## src/rtl/mem_bus_controller.sv

```systemverilog
// Data-memory bus controller: steers CPU byte/half/word requests onto a
// 32-bit word-addressed BRAM. Optional MEM_BUS_CONTROLLER_STATS_EN adds counters.
module mem_bus_controller #(
  parameter int DEPTH_WORDS  = 4096,
  parameter int READ_LATENCY = 2,
  parameter int BRAM_AW      = $clog2(DEPTH_WORDS)
) (
  input  logic               clk_in,
  input  logic               rst_in,
  input  logic               dispatch_read,
  input  logic               dispatch_write,
  input  logic [31:0]        addr,
  input  logic [1:0]         mem_width,
  input  logic [31:0]        write_data,
  output logic               busy,
  output logic [31:0]        read_data,
  output logic               err,
  output logic [BRAM_AW-1:0] bram_addr,
  output logic               bram_en,
  output logic [3:0]         bram_we,
  output logic [31:0]        bram_wdata,
`ifdef MEM_BUS_CONTROLLER_STATS_EN
  output logic [31:0]        rd_count,
  output logic [31:0]        wr_count,
`endif
  input  logic [31:0]        bram_rdata
);

  typedef enum logic [1:0] {
    IDLE,
    READ_WAIT,
    WRITE
  } state_t;

  state_t             state, state_d;
  logic [2:0]         cnt, cnt_d;
  logic [1:0]         lane, lane_d;
  logic [1:0]         width, width_d;
  logic [31:0]        read_data_d;
  logic               err_d;
  logic               en_d;
  logic [3:0]         we_d;
  logic [BRAM_AW-1:0] addr_d;
  logic [31:0]        wdata_d;
  logic [31:0]        mask;
  logic               dispatch;
  logic               fault;
  logic               accept_rd;
  logic               accept_wr;

  assign dispatch = dispatch_read | dispatch_write;
  assign busy     = (state != IDLE) | dispatch;

  // Request legality: width code, alignment, range, and conflicting strobes.
  always_comb begin
    fault = 1'b0;
    if (mem_width == 2'd3) fault = 1'b1;
    if (mem_width == 2'd1 && addr[0]) fault = 1'b1;
    if (mem_width == 2'd2 && addr[1:0] != 2'b00) fault = 1'b1;
    if ({2'b00, addr[31:2]} >= 32'(DEPTH_WORDS)) fault = 1'b1;
    if (dispatch_read && dispatch_write) fault = 1'b1;
  end

  assign accept_rd = (state == IDLE) & dispatch_read & ~fault;
  assign accept_wr = (state == IDLE) & dispatch_write & ~fault;

  // Load result mask for the latched access width.
  always_comb begin
    mask = 32'hFFFF_FFFF;
    unique case (width)
      2'd0:    mask = 32'h0000_00FF;
      2'd1:    mask = 32'h0000_FFFF;
      default: mask = 32'hFFFF_FFFF;
    endcase
  end

  // Next-state and next-value logic for all registered outputs.
  always_comb begin
    state_d     = state;
    cnt_d       = cnt;
    lane_d      = lane;
    width_d     = width;
    read_data_d = read_data;
    err_d       = err;
    en_d        = bram_en;
    we_d        = bram_we;
    addr_d      = bram_addr;
    wdata_d     = bram_wdata;
    unique case (state)
      IDLE: begin
        if (dispatch && fault) begin
          err_d       = 1'b1;
          read_data_d = 32'h0;
        end else if (accept_rd) begin
          state_d = READ_WAIT;
          en_d    = 1'b1;
          addr_d  = addr[BRAM_AW+1:2];
          cnt_d   = 3'(READ_LATENCY);
          lane_d  = addr[1:0];
          width_d = mem_width;
        end else if (accept_wr) begin
          state_d = WRITE;
          en_d    = 1'b1;
          addr_d  = addr[BRAM_AW+1:2];
          wdata_d = write_data << {addr[1:0], 3'b000};
          unique case (mem_width)
            2'd0:    we_d = 4'b0001 << addr[1:0];
            2'd1:    we_d = 4'b0011 << addr[1:0];
            default: we_d = 4'b1111;
          endcase
        end
      end
      READ_WAIT: begin
        if (dispatch) err_d = 1'b1;
        if (cnt == 3'd0) begin
          read_data_d = (bram_rdata >> {lane, 3'b000}) & mask;
          state_d     = IDLE;
          en_d        = 1'b0;
        end else begin
          cnt_d = cnt - 3'd1;
        end
      end
      WRITE: begin
        if (dispatch) err_d = 1'b1;
        we_d    = 4'b0000;
        en_d    = 1'b0;
        state_d = IDLE;
      end
      default: state_d = IDLE;
    endcase
  end

  // State and registered-output flops.
  always_ff @(posedge clk_in) begin
    if (rst_in) begin
      state      <= IDLE;
      cnt        <= 3'd0;
      lane       <= 2'd0;
      width      <= 2'd0;
      read_data  <= 32'h0;
      err        <= 1'b0;
      bram_en    <= 1'b0;
      bram_we    <= 4'b0000;
      bram_addr  <= '0;
      bram_wdata <= 32'h0;
    end else begin
      state      <= state_d;
      cnt        <= cnt_d;
      lane       <= lane_d;
      width      <= width_d;
      read_data  <= read_data_d;
      err        <= err_d;
      bram_en    <= en_d;
      bram_we    <= we_d;
      bram_addr  <= addr_d;
      bram_wdata <= wdata_d;
    end
  end

`ifdef MEM_BUS_CONTROLLER_STATS_EN
  // Accepted-access counters, wrapping naturally at 2^32.
  always_ff @(posedge clk_in) begin
    if (rst_in) begin
      rd_count <= 32'h0;
      wr_count <= 32'h0;
    end else begin
      if (accept_rd) rd_count <= rd_count + 32'h1;
      if (accept_wr) wr_count <= wr_count + 32'h1;
    end
  end
`endif

endmodule
```

## config.mk

```make
export PLATFORM = sky130hd
export DESIGN_NAME = mem_bus_controller
export DESIGN_NICKNAME = d
export VERILOG_FILES = /design/src/rtl/mem_bus_controller.sv
export SDC_FILE = /design/constraint.sdc
export NUM_CORES = 1
export LEC_CHECK = 0
export ABC_AREA = 1
export CAP_MARGIN = 20
export CORE_ASPECT_RATIO = 0.8
export CORE_MARGIN = 3
export CORE_UTILIZATION = 44
export CTS_CLUSTER_DIAMETER = 200
export DETAILED_ROUTE_END_ITERATION = 8
export GPL_TIMING_DRIVEN = 0
export HOLD_SLACK_MARGIN = 0.08
export PLACE_DENSITY = 0.81
export SYNTH_ARGS = -nofsm -noshare
export SYNTH_HDL_FRONTEND = slang
export SYNTH_SLANG_ARGS = --single-unit
```

## constraint.sdc

```tcl
create_clock -name clk_in -period 2.3 [get_ports clk_in]
set_input_delay 0.23 -clock clk_in [delete_from_list [all_inputs] [get_ports clk_in]]
set_output_delay 0.23 -clock clk_in [all_outputs]
set_load 0.01 [all_outputs]
```

# Word level (Yosys, flattened, before mapping)
# Cells that the tools add are included.
# op_classes
n_addsub,1
magnitude_cmp,1
eq_ne,15
shifts,4
muxes,33
n_bitwise,10
n_reduce_logical,25
# ops
operator,count
one-hot mux 32 bit (2 select lines),2
two-way mux 32 bit,2
bitwise AND 32 bit,1
left shift 32 x 5 -> 32 bit,1
>> shifter 32 x 5 -> 32 bit,1
">= comparator 30 x 13 -> 1 bit, second input constant",1
two-way mux 12 bit,2
one-hot mux 4 bit (2 select lines),2
AND reduction 4 bit,4
AND reduction 3 bit,5
two-way mux 4 bit,3
"!= test 2 bit, second input constant",6
nonzero test 2 bit,6
two-way mux 1 bit,11
two-way mux 3 bit,3
two-way mux 2 bit,4
"equality test 2 x 1 -> 1 bit, second input constant",3
"equality test 2 bit, second input constant",3
zero test 2 bit,3
one-hot mux 3 bit (2 select lines),1
bitwise AND 1 bit,4
logical AND 1 bit,4
"!= test 2 x 1 -> 1 bit, second input constant",2
one-hot mux 2 bit (2 select lines),1
other kinds (11),14
# word_totals
reg_bits,91
elab_cells,99

# Logic depth before layout (Yosys ltp)
# depth
depth_word,12
ltp_mapped,14
mapped_depth_nobuf,13

# Worst setup path before layout
# OpenSTA, ideal clock, no wires.
# synth_timing
kind,flip-flop to flip-flop
startpoint,reg state[0]
endpoint,reg read_data[31]
arrival_time_ns,1.617
path_slack_ns,0.618
path_stages_with_launch,12
synth_period_minus_slack_ns,1.682
cell_sequence,dfxtp_1 > inv_1 > ha_1 > clkbuf_1 > nand2_1 > nand2_1 > nor2_1 > nand2_4 > inv_4 > buf_2 > nor2_1 > nor2_1
# synth_between
elab_chain_cells,3
word_cells_on_any_way,7
cone_classes,eq/ne: 3; mux: 1; reduce/logical: 3
# synth_rtl
item,line_no,source
start: declaration,35,"state_t state, state_d;"
start signal: assignment,147,state <= state_d;
equality test 2 x 1 -> 1 bit or zero test 2 bit (tied branches),89,unique case (state)
!= test 2 bit (no line) (tied with other cells),n/a,
AND reduction 3 bit (no line),n/a,
end signal: assignment,151,read_data <= read_data_d;
end: declaration,16,"output logic [31:0] read_data,"
# Parallel ways exist; a longest one is shown, timed or not.
# A chain may end at the register's enable or synchronous reset.

# Worst setup path in the final report
# layout_timing
startpoint,reg state[0]
endpoint,out busy
# layout_between
elab_chain_cells,2
# layout_rtl
item,line_no,source
nonzero test 2 bit,52,assign busy = (state != IDLE) | dispatch;
OR 1 bit,52,
end: declaration,15,"output logic busy,"
# No other way between the ends.

==> flow_summary.json <==
{
  "status": "finished, final reports clean",
  "synth_top_area_share_pct": 38.6,
  "n_antenna_cell": 0,
  "cts_sinks": 91,
  "final_common_cell": "nand2_1",
  "netlist_instances": 720,
  "worst_slack_ps": 116,
  "switching_share_pct": 24.9,
  "route.detailed.drc": 0,
  "critPathCaptureType": "output pin",
  "yosys.area.top_type": "dfxtp_1",
  "switchingPower_mw": 1.01,
  "path_buf_inv": 3,
  "grt_pass1_vias": 4777,
  "fillers": 897,
  "max-slew-margin-rel_pct": 59.3,
  "die_area_sq_mm": 0.0120,
  "final_cell_mix": "nand2_1, clkdlybuf4s50_1, nor2_1",
  "slew_violations": 0,
  "tns_ps": 0,
  "cts_root_buffer": "clkbuf_16",
  "async_reset_ff_share_pct": 0,
  "num_rows": 33,
  "nNetsFinal": 1022,
  "finalSetupViolCount": 0,
  "yosys-top-cells-area": "dfxtp_1, nand2_1, nor2_1",
  "holdWs_ps": 237,
  "p_int_mw": 3.06,
  "fin_worst_skew_ps": 4.28,
  "syn_area_sq_mm": 0.00472,
  "synthesis.nets": 828,
  "wl_per_cell_microns": 14.9,
  "grt_max_degree": 15,
  "io_buffers": 183,
  "max_freq_mhz": 458,
  "cts_buffers": 9,
  "synth-main-ff-cell": "dfxtp_1",
  "die_w_microns": 122,
  "cts_resized": 0,
  "coreArea_sq_mm": 0.0104,
  "ys_ff_latch": 91,
  "cts.clk_slew.worst_paths_ps": 60,
  "slowest_delay_ps": 570,
  "synth.avg_cell_area_sq_um": 6.56,
  "path_max_fanout": 8,
  "period_share_pct": 94.9,
  "stdcell_area_sq_mm": 0.00707,
  "instances_no_fill": 1057,
  "post_cts_buffers": 0,
  "htreeDepth": 3,
  "grt_setup_unrepaired": "no",
  "synth-seq-area-share_pct": 38.6,
  "p_leak_nw": 2.97,
  "path_cells": "inv_1 -> ha_1 -> clkbuf_1 -> nand2_1 -> clkdlybuf4s50_1",
  "io_pins": 185,
  "power_mw": 4.07,
  "yosysWarnings": 0,
  "cts_buffer_depth": 2,
  "antenna_found_initial": 0,
  "post_dp_cell_area_sq_mm": 0.00673,
  "crit_arrival_ps": 1950,
  "startpoint_type": "flip-flop",
  "layout-drive-gt1-share_pct": 5.02,
  "cts_tree": "yes",
  "tightest_slew_ps": 610,
  "place_inst": 1043,
  "timing.max_cap.violations": 0,
  "dpl.hpwl_microns": 12200,
  "chipHeight_microns": 98.7,
  "syn2layout_area_growth_pct": 49.6,
  "insertion_delay_ps": 340,
  "yosysUniqueCellTypes": 32,
  "hold_buffers": 0,
  "grt-ovfl-total": 0,
  "seqPwrFrac_pct": 40.9,
  "required_ps": 2070,
  "p_clk_share_pct": 40.8,
  "fin_crit_ps": 2180,
  "critPathTopFamily": "buffers and inverters",
  "vdd_drop_max_uv": 354,
  "start_util_pct": 45.6,
  "hp-class": "in2reg",
  "drt-initial-drc-count": 482,
  "wl_microns": 15700,
  "synth_edf_count": 0,
  "routed_via_density": 5.12,
  "antenna_left": 0,
  "finalHoldViolCount": 0,
  "routabilityCongestion": 0.980,
  "fin_util_pct": 68.2,
  "vias": 5415,
  "firstDrtPassIters": 5,
  "cellPowerDensity_mw_per_mm2": 576,
  "crit_slowest_cell": "clkdlybuf4s50_1",
  "grt_pass1_wl_microns": 24400,
  "track_usage_pct": 25.7,
  "pwr-share-comb_pct": 18.3,
  "dpl_worst_slack_ps": 1.04,
  "worstSetupPathType": "reg2out"
}
## path summary, 6_finish.rpt
path | endpoint | start | cells past startpoint | slack, ps
worst max-delay path | busy | state[0] | 5 | 120
worst min-delay path | bram_addr[4] | rst_in | 2 | 240
worst max register to register | bram_wdata[14] | state[0] | 9 | 230
worst min register to register | bram_addr[7] | bram_addr[7] | 2 | 460
## layout make-up
type	instances	area, sq um	share of cell area [%]
sequential	91	1820	25.8
buffer	46	211	2.99
multi-input combinational	531	2500	35.4
clock inverter	5	104	1.47
timing repair buffer	183	1830	25.9
inverter	52	198	2.80
clock buffer	9	225	3.19
tap	140	175	2.48
## sequential cells by signal (all words and copies together) (netlist names)
register / count
bram_wdata: 32
read_data: 32
bram_addr: 12
bram_we: 4
cnt: 3
lane: 2
state: 2
width: 2
bram_en: 1
err: 1
## logic make-up (layout without fill, tap and decap cells)
family / count (synthesis) / in the layout / synth area share [%]
DFF: 91 / 91 / 38.6
adders and majority gates: 6 / 6 / 1.59
AOI/OAI and AO/OA: 151 / 151 / 16.7
xor gates and xnor gates: 1 / 1 / 0.185
buffers and inverters: 98 / 295 / 8.66
and+or+nand+nor: 354 / 354 / 30.3
muxes: 19 / 19 / 4.03
## cell usage after synthesis (3+ instances only)
cell      count
nor4_1        4
o21ai_1      16
inv_1        47
dfxtp_1      91
buf_2        13
a21oi_1      50
mux2i_1      19
a31oi_1      16
nor2_1      115
inv_2         3
clkbuf_1     28
nand3_1      22
nand2_1     197
o21ai_0      64
nand4_1       4
o211ai_1      3
ha_1          6
## routing by layer
metal / track usage, % / wire, microns
met4: 3.88 / 196
met3: 7.52 / 1630
met2: 38.9 / 6790
met5: 0 / 0
met1: 37.2 / 7110
## power groups by stage
stage               clock, mW  sequential [mW]  combinational, mW
finish                   1.66             1.66              0.745
global route             1.76             1.67              0.816
CTS                      1.69             1.66              0.738
detailed placement          0             1.70              0.735
global placement            0             1.70              0.730
floorplan                   0             1.72              0.318
Note: power is estimated with default switching activity, not from simulation.
==> edit (same flow settings) <==
Change the parameter `DEPTH_WORDS` from 4096 to 2048.
--- a/src/rtl/mem_bus_controller.sv
+++ b/src/rtl/mem_bus_controller.sv
@@ -1,7 +1,7 @@
 // Data-memory bus controller: steers CPU byte/half/word requests onto a
 // 32-bit word-addressed BRAM. Optional MEM_BUS_CONTROLLER_STATS_EN adds counters.
 module mem_bus_controller #(
-  parameter int DEPTH_WORDS  = 4096,
+  parameter int DEPTH_WORDS  = 2048,
   parameter int READ_LATENCY = 2,
   parameter int BRAM_AW      = $clog2(DEPTH_WORDS)
 ) (
Interface: changed (resized bram_addr); port bits go from 185 to 184. No check against the original RTL was run, so the function may have changed too.
==> edit against the unedited design <==
- area after synthesis down 0.90%
- sequential cell count down 1
- power down 14%
- worst hold slack better by 29 ps
- setup slack better by 110 ps
- clock skew up 3.6 ps
- critical path depth up 5
- cell area down 1.5%
- clock power down 14%
- cell count down 3.3%
- die area down 0.85%
- routed wire length up 3.8%
- global-route usage up 1.4 points
==> edit: results (changes against the unedited design) <==
{
  "run_status": "finished clean",
  "worst_r2r_endpoint": "read_data[3]$_SDFFE_PP0P_",
  "muxShareOfSynthArea": {"value": 0.0171, "change": "-0.0232"},
  "reg.largest.list": "bram_wdata (32), read_data (32), bram_addr (11)",
  "drive_above_1_share": {"value": 0.0601, "change": "+0.00993"},
  "syn-num-nets": {"value": 793, "change": "-4.2%"},
  "grt.total_usage": {"value": 0.272, "change": "+0.0144"},
  "hold_end": "read_data[5]$_SDFFE_PP0P_",
  "synth-compound-area-share": {"value": 0.209, "change": "+0.0416"},
  "dp_hpwl": {"value": 12700, "unit": "µm", "change": "+4.0%"},
  "via_count_of_the_first_global_routing_pass": {"value": 5311, "change": "+11%"},
  "synth_common_cells": "170 x sky130_fd_sc_hd__nand2_1, 90 x sky130_fd_sc_hd__dfxtp_1, 82 x sky130_fd_sc_hd__o21ai_0",
  "fin_worst_hold_slack": {"value": 266, "unit": "ps", "change": "+29.5 ps"},
  "synth_cells": {"value": 685, "change": "-4.9%"},
  "worstRegToRegCells": {"value": 10, "change": "+1"},
  "pre_cts_ws": {"value": 120, "unit": "ps", "change": "+119 ps"},
  "leakage": {"value": 2.75, "unit": "nW", "change": "-7.4%"},
  "final_nets": {"value": 985, "change": "-3.6%"},
  "worst-slew-pin-transition": {"value": 639, "unit": "ps", "change": "+29.0 ps"},
  "arrival_time_worst_endpoint": {"value": 2300, "unit": "ps", "change": "+350 ps"},
  "routed_wl": {"value": 16300, "unit": "µm", "change": "+3.8%"},
  "filler_cell_count": {"value": 905, "change": "+0.89%"},
  "delay_of_the_slowest_cell_on_the_worst_path": {"value": 380, "unit": "ps", "change": "-190 ps"},
  "via_per_inst": {"value": 5.37, "change": "+4.9%"},
  "slowest_cell_on_the_critical_path": "sky130_fd_sc_hd__dfxtp_1",
  "grt_pass1_wl": {"value": 26000, "unit": "µm", "change": "+6.8%"},
  "routed-via-count": {"value": 5492, "change": "+1.4%"},
  "grt_start_max_net_pins": {"value": 17, "change": "+2"},
  "yosys.area_share.adder": {"value": 0.0160, "change": "+0.000144"}
}
==> edit: repair_timing <==
item                       in CTS  in global routing
setup endpoints to repair       0                  1
gates resized for setup         0                  2
buffers inserted                0                  0
==> edit: how the worst max path moves through the flow <==
stage,start,endpoint,depth (start not counted)
final,state[1]$_SDFFE_PP0P_,read_data[3]$_SDFFE_PP0P_,10
after global placement,mem_width[1],bram_wdata[23]$_SDFFE_PP0P_,9
after detailed placement,mem_width[1],read_data[24]$_SDFFE_PP0P_,11
after floorplan,state[1]$_SDFFE_PP0P_,read_data[13]$_SDFFE_PP0P_,11
after global routing,state[1]$_SDFFE_PP0P_,read_data[22]$_SDFFE_PP0P_,11
after CTS,state[0]$_SDFFE_PP0P_,busy,7
==> edit: power by group <==
group / internal [mW] / switching [mW]
clock network: 0.774 / 0.649
registers: 1.57 / 0.00786
logic: 0.250 / 0.236
total: 2.60 / 0.893
==> edit: metal layers <==
layer  routed length, µm  vias to the layer above  GRT usage
li1                    -                     2654          -
met3                1540                       33     0.0620
met1                7110                     2512      0.378
met4                 301                        0     0.0861
met5                   0                        -          0
met2                7370                      293      0.418
==> edit: layout make-up <==
class,instances,area [µm²],share of cell area
buffer,49,288,0.0413
clock buffer,10,239,0.0343
clock inverter,6,48.8,0.00701
inverter,42,158,0.0226
multi-input combinational,504,2440,0.350
sequential,90,1800,0.259
tap,140,175,0.0252
timing repair buffer,181,1810,0.261
